### src/rtl/clk_period_meter.sv
// clk_period_meter: measures period and high time of an asynchronous divided clock
// in system clock cycles, tracks divisor stability (locked) and flags missing edges
// (timeout). Optional duty measurement is built when CLKMEAS_DUTY_EN is defined;
// otherwise high_out is tied to 0.
module clk_period_meter #(
  parameter int unsigned W        = 8,
  parameter int unsigned LOCK_CNT = 4
) (
  input  logic         clk,
  input  logic         rst_n,
  input  logic         sig_in,
  output logic [W-1:0] period_out,
  output logic [W-1:0] high_out,
  output logic         meas_valid,
  output logic         locked,
  output logic         timeout
);

  typedef enum logic [0:0] {StIdle, StMeas} state_e;

  localparam logic [W-1:0] CntMax = {W{1'b1}};
  localparam logic [3:0]   RunMax = 4'(LOCK_CNT);

  logic           s1_q, s2_q, s3_q;
  logic           rise;
  state_e         state_q, state_d;
  logic [W-1:0]   cnt_q, cnt_d;
  logic [W-1:0]   period_q, period_d;
  logic           valid_q, valid_d;
  logic           locked_q, locked_d;
  logic           timeout_q, timeout_d;
  logic [3:0]     run_q, run_d;

  assign rise = s2_q & ~s3_q;

  // Synchronizer plus history flop for edge detection
  always_ff @(posedge clk or negedge rst_n) begin
    if (!rst_n) begin
      s1_q <= 1'b0;
      s2_q <= 1'b0;
      s3_q <= 1'b0;
    end else begin
      s1_q <= sig_in;
      s2_q <= s1_q;
      s3_q <= s2_q;
    end
  end

  // Period counter, capture, lock tracking and timeout next-state
  always_comb begin
    state_d   = state_q;
    cnt_d     = cnt_q;
    period_d  = period_q;
    valid_d   = 1'b0;
    locked_d  = locked_q;
    timeout_d = timeout_q;
    run_d     = run_q;
    case (state_q)
      StIdle: begin
        cnt_d = '0;
        // First edge only starts the count; it carries no period
        if (rise) begin
          cnt_d   = W'(1);
          state_d = StMeas;
        end
      end
      StMeas: begin
        cnt_d = cnt_q + W'(1);
        if (rise) begin
          cnt_d     = W'(1);
          period_d  = cnt_q;
          valid_d   = 1'b1;
          timeout_d = 1'b0;
          if (cnt_q == period_q) begin
            run_d = (run_q >= RunMax) ? RunMax : run_q + 4'd1;
          end else begin
            run_d = 4'd1;
          end
          locked_d = (run_d == RunMax);
        end else if (cnt_q == CntMax) begin
          // Rise has priority; only an edge-less full count times out
          timeout_d = 1'b1;
          locked_d  = 1'b0;
          run_d     = '0;
          cnt_d     = '0;
          state_d   = StIdle;
        end
      end
      default: state_d = StIdle;
    endcase
  end

  // Measurement state registers
  always_ff @(posedge clk or negedge rst_n) begin
    if (!rst_n) begin
      state_q   <= StIdle;
      cnt_q     <= '0;
      period_q  <= '0;
      valid_q   <= 1'b0;
      locked_q  <= 1'b0;
      timeout_q <= 1'b0;
      run_q     <= '0;
    end else begin
      state_q   <= state_d;
      cnt_q     <= cnt_d;
      period_q  <= period_d;
      valid_q   <= valid_d;
      locked_q  <= locked_d;
      timeout_q <= timeout_d;
      run_q     <= run_d;
    end
  end

`ifdef CLKMEAS_DUTY_EN
  logic         fall;
  logic         fall_seen_q, fall_seen_d;
  logic [W-1:0] hcnt_q, hcnt_d;
  logic [W-1:0] high_q, high_d;

  assign fall = ~s2_q & s3_q;

  // High-time counter: counts only until the first fall after a rise
  always_comb begin
    hcnt_d      = hcnt_q;
    high_d      = high_q;
    fall_seen_d = fall_seen_q;
    if (rise) begin
      if (state_q == StMeas) high_d = hcnt_q;
      hcnt_d      = W'(1);
      fall_seen_d = 1'b0;
    end else if (state_q == StMeas) begin
      if (s2_q && !fall_seen_q) hcnt_d = hcnt_q + W'(1);
      if (fall) fall_seen_d = 1'b1;
    end
  end

  // High-time state registers
  always_ff @(posedge clk or negedge rst_n) begin
    if (!rst_n) begin
      hcnt_q      <= '0;
      high_q      <= '0;
      fall_seen_q <= 1'b0;
    end else begin
      hcnt_q      <= hcnt_d;
      high_q      <= high_d;
      fall_seen_q <= fall_seen_d;
    end
  end

  assign high_out = high_q;
`else
  assign high_out = '0;
`endif

  assign period_out = period_q;
  assign meas_valid = valid_q;
  assign locked     = locked_q;
  assign timeout    = timeout_q;

endmodule
### config.mk
export PLATFORM = sky130hd
export DESIGN_NAME = clk_period_meter
export DESIGN_NICKNAME = d
export VERILOG_FILES = /design/src/rtl/clk_period_meter.sv
export SDC_FILE = /design/constraint.sdc
export NUM_CORES = 1
export LEC_CHECK = 0
export BUFFER_PORTS_ARGS = -buffer_cell sky130_fd_sc_hd__buf_2
export CAP_MARGIN = 20
export CELL_PAD_IN_SITES_DETAIL_PLACEMENT = 1
export CELL_PAD_IN_SITES_GLOBAL_PLACEMENT = 1
export CORE_MARGIN = 4
export CORE_UTILIZATION = 37
export DETAILED_ROUTE_END_ITERATION = 12
export PLACE_DENSITY = 0.84
export SYNTH_ARGS = -nofsm -noshare
export SYNTH_HDL_FRONTEND = slang
export SYNTH_SLANG_ARGS = --single-unit
### constraint.sdc
create_clock -name clk -period 1.4 [get_ports clk]
set_input_delay 0.28 -clock clk [delete_from_list [all_inputs] [get_ports clk]]
set_output_delay 0.28 -clock clk [all_outputs]
set_load 0.03 [all_outputs]
# Word-level counts from Yosys, hierarchy flattened
# Index checks and enable logic that the tools add are counted.
# classes
reduce_logical	3
add_sub_neg	2
n_mux	19
n_eq_ne	3
n_bitwise	3
n_lt_le_gt_ge	1
# op_table
op	n
4-bit two-way mux	6
8-bit two-way mux	2
8-bit case mux with 2 select lines	1
1-bit two-way mux	9
8-bit by 1-bit adder with 8-bit output (second input constant)	1
8-bit equality test	1
8-bit equality test (second input constant)	1
4-bit by 1-bit adder with 4-bit output (second input constant)	1
4-bit by 3-bit equality test with 1-bit output (second input constant)	1
4-bit by 3-bit greater-or-equal comparator with 1-bit output (second input constant)	1
2-bit AND reduction	2
1-bit inverter	2
1-bit case mux with 2 select lines	1
2-bit nonzero test	1
1-bit AND	1
# totals
inputBits	3
ff_bits	27
output_inout_bits	19
word_cells	41

# Depth between registers and ports, before layout
# depth
depth_word	7
mapped_depth	6
mapped_depth_nobuf	5

# Worst setup path before layout
# No wires, ideal clock.
# synth_timing
path_kind	flip-flop to flip-flop
from	register cnt_q[0]
to	register locked_q (netlist: locked)
path_slack_ns	-0.003
required_ns	1.279
stages_incl_launch_ff	6
setup_time_ns	0.121
synth_period_minus_slack_ns	1.403
arrival_time_ns	1.282
path_buffers	0
path_cell_list	dfrtp_1 -> ha_1 -> and4_1 -> and3_2 -> nor2_4 -> a22o_1
# synth_between
elab_chain_len	6
word_cells_on_any_way	9
classes_between	eq/ne (3); mux (4); reduce/logical (2)
# synth_lines
element	line	text
start: declaration	27	logic [W-1:0] cnt_q, cnt_d;
start signal: assignment	105	cnt_q <= cnt_d;
8-bit equality test	74	if (cnt_q == period_q) begin
4-bit two-way mux	74	
4-bit two-way mux	69	if (rise) begin
4-bit two-way mux	58	case (state_q)
4-bit by 3-bit equality test with 1-bit output	79	locked_d = (run_d == RunMax);
1-bit two-way mux	69	
end signal: assignment	108	locked_q <= locked_d;
end: declaration	30	logic locked_q, locked_d;
# Several ways; a longest one is shown, not always the timed one. The select of a mux whose other input is x is not followed.
# A chain may end at the register's enable or synchronous reset.

# Worst setup path after layout
# layout_timing
from	register cnt_q[0]
to	register run_q[1]
# layout_between
elab_chain_len	5
word_cells_on_any_way	8
classes_between	eq/ne (2); mux (4); reduce/logical (2)
# layout_lines
element	line	text
8-bit equality test	74	
4-bit two-way mux	74	
4-bit two-way mux	69	
4-bit two-way mux	58	
4-bit two-way mux	69	
end signal: assignment	110	run_q <= run_d;
end: declaration	32	logic [3:0] run_q, run_d;
# Several ways; a longest one is shown, not always the timed one. The select of a mux whose other input is x is not followed.

==> summary.txt <==
Synthesis
  – Top cells by area, synth: dfrtp_1 (53%), nand2_1 (9.5%), xnor2_1 (7.6%)
  – Main combinational cell family by area after synthesis: simple AND/OR/NAND/NOR gates
  – Post-synthesis mux area share: 0%
  – Post-Synthesis Cells: 126
  – Share of the synthesized area in the top cell type: 53.4%
  – Register bit total from synthesis: 27
  – Register area share after synthesis: 53.4%
  – Area leader, netlist: dfrtp_1
  – Synthesis Warnings: 0
  – Post-Syn Area: 1260 um^2
  – Ys flop type: dfrtp_1
  – Post-synthesis xor/xnor area fraction: 9.69%
  – Synth Area in Compound Gates: 4.75%
  – Syn avg cell area: 10.0 um^2
  – Simple-Gate Fraction of Synth Area: 22.2%
  – Post-synth cell types: 26
  – Post-Synth Adder-Cell Area: 1.98%
  – EDFF count, synth: 0
  – Asr flop ratio synth: 100%

Drt
  – Vias per inst: 4.73
  – Via count: 974
  – WL/cell: 15.6 um
  – TritonRoute pass-1 iters: 4
  – Final antenna-violating net count: 0
  – Residual DRC count: 0
  – Total wire length: 3220 um
  – DRT iter0 DRCs: 36

Worst setup path
  – CP max stage cell: dfrtp_1
  – R2R depth: 6
  – Reg2Reg Capture Point: run_q[1]$_DFFE_PN0P_
  – CP arrival: 1730 ps
  – Reg-to-Reg Start: cnt_q[0]$_DFF_PN0_
  – Worst-path fanout max: 2
  – CP endpoint kind: flop
  – CP Launch Type: flop
  – Worst EP required: 1670 ps
  – R2r setup slk: -60 ps
  – WS Path Type: flop to flop
  – Slowest stage delay, CP: 420 ps
  – Critical Path, Cell by Cell: buf_6, xnor2_2, nand4_1, buf_4, nor3_4, a32o_1

Timing
  – Clock Skews: 4.50 ps
  – RSZ-0062 raised after global routing: yes
  – Tmin final: 1460 ps
  – Worst hold slack: 53.4 ps
  – Slew margin rel.: 60.7%
  – Total negative slack: -167 ps
  – Setup ws final: -59.1 ps
  – Fin crit share: 104%
  – Final setup fails: 4
  – Hold Vio Cnt, Final: 0
  – Fin. max-slew vios: 0
  – Max Freq: 685 MHz
  – Least-Margin Pin Slew: 589 ps

Outcome
  – Failing checks: negative setup slack
  – Status: finished, violations left

Min path
  – Hold Startpoint: sig_in
  – End of the worst hold path: s1_q$_DFF_PN0_
  – Min-Delay Path Class: input port to flop
  – WHS Path Cells: 1

GRT
  – First-pass GRT wire length: 4980 um
  – Congestion Overflow GR: 0
  – Initial antenna violation count: 0
  – Largest net degree at the start of global routing: 28
  – Total GRT Usage: 15.1%
  – Vias in the first global route: 1027

Final layout
  – Share of post-route cells with drive strength above 1: 32.1%
  – ANT cells: 0
  – Commonest cells after routing, fill and taps aside: nand2_1 (32), dfrtp_1 (27), buf_4 (15), buf_2 (13), nor2_1 (11)
  – Most common cell after layout, fill and taps aside: nand2_1
  – Fin nets: 168
  – Area Growth Syn to Fin: 28.5%

Placement
  – Post-detail-place hpwl: 2120 um
  – Final GP Congestion: 0.894
  – PortBufs: 13

Clocking
  – CTS tree: yes
  – Clk slew on worst S/H paths: 140 ps
  – Clock Latency Late Sink: 320 ps
  – CTS Buf Count: 3
  – H-Tree Depth: 1
  – CTS Root Cell: clkbuf_4
  – CTS Buffer Depth: 2
  – Clock sink count: 27

Run
  – Max cap viols: 0

Floorplanning
  – Row count: 20
  – Initial core utilization: 40.1%
  – Die Y: 66.5 um
  – Core ar.: 3150 um^2
  – Die Footprint: 4420 um^2
  – Horiz. Die Dim: 66.5 um
  – IO Pins: 22

Pwr
  – Static Leakage: 0.839 nW
  – PD cells: 1420 nW/um^2
  – Peak supply drop: 496 uV
[registers in the layout (all words and copies together) (netlist names)]
name and cells:
s1_q 1, timeout 1, cnt_q 8, state_q 1, s3_q 1, s2_q 1, run_q 4, meas_valid 1
period_out 8, locked 1
[per-stage QoR]
step                total power [mW]  instances  area, um^2  util (%)  worst slack, ps
detailed placement              1.71        190        1430      45.2            -97.6
floorplan                       1.48        133        1300         -             4.73
finish                          2.31        206        1630      51.5            -59.1
global placement                1.66        190        1430      45.2             41.3
CTS                             2.20        200        1560      49.3            -12.2
global route                    2.46        206        1630      51.5             -146
[layout make-up]
class                      count  area, um^2
clock buffer                   3        22.5
inverter                       3        11.3
sequential                    27         676
tap                           44        55.1
multi-input combinational     92         581
timing repair buffer          36         275
clock inverter                 1        5.00
fill                         371        1530
[where the power goes]
| group | total (mW) | internal [mW] | leakage [nW] | switching [mW] |
|---|---|---|---|---|
| Sequential | 1.01 | 0.891 | 0.351 | 0.122 |
| Combinational | 0.968 | 0.448 | 0.471 | 0.519 |
| Clock | 0.331 | 0.107 | 0.0177 | 0.224 |
[synthesized netlist by cell type, types with 2 or more instances]
master,instances
xnor2_1,11
buf_4,10
nand3_1,4
nand2_1,32
dfrtp_1,27
nor2_1,11
xor2_1,3
o21ai_0,2
and3_1,2
nor3_1,4
inv_1,3
ha_1,2
nand4_1,2
[cell families (layout without fill, tap and decap cells)]
kind of cell,count (synthesis),count (layout)
compound gates,7,7
xor+xnor,14,14
fa+ha+maj,2,2
other cells,1,8
buf+inv,14,43
flops,27,27
simple gates,61,61
[routing by layer]
metal  GRT usage (%)  wire length (um)  vias to the layer above
met5               0                 0                        -
met4            3.81                88                        0
met3            2.53                98                       10
met2            27.6              1730                       16
met1            18.1              1300                      485
li1                -                 -                      463
[worst max-delay path by stage]
stage	startpoint	endpoint	slack, ps	depth (start not counted)
2_1_floorplan	cnt_q[0]$_DFF_PN0_	locked$_DFFE_PN0P_	5	5
3_3_place_gp	cnt_q[1]$_DFF_PN0_	run_q[1]$_DFFE_PN0P_	40	5
3_5_place_dp	cnt_q[0]$_DFF_PN0_	run_q[2]$_DFFE_PN0P_	-100	5
4_1_cts	s3_q$_DFF_PN0_	run_q[2]$_DFFE_PN0P_	-10	5
5_1_grt	cnt_q[0]$_DFF_PN0_	run_q[1]$_DFFE_PN0P_	-150	6
6_report	cnt_q[0]$_DFF_PN0_	run_q[1]$_DFFE_PN0P_	-60	6
[critical path: cells and delay by family (launching register included)]
kind,cells,cell delay (ps)
AO/OA/AOI/OAI,1,180
XOR/XNOR,1,180
buffers and inverters,2,300
flip-flops,1,420
AND/OR/NAND/NOR,2,330
[repair_timing]
action / 4_1_cts / 5_1_grt
resized for setup: 10 / 7
setup buffers: 5 / 5
endpoints found under the hold margin: 27 / 0
hold buffers: 1 / 0
pin swaps: 7 / 7
endpoints found under the setup margin: 3 / 16
cloned: 0 / 1
Note: power is estimated with default switching activity, not from simulation.
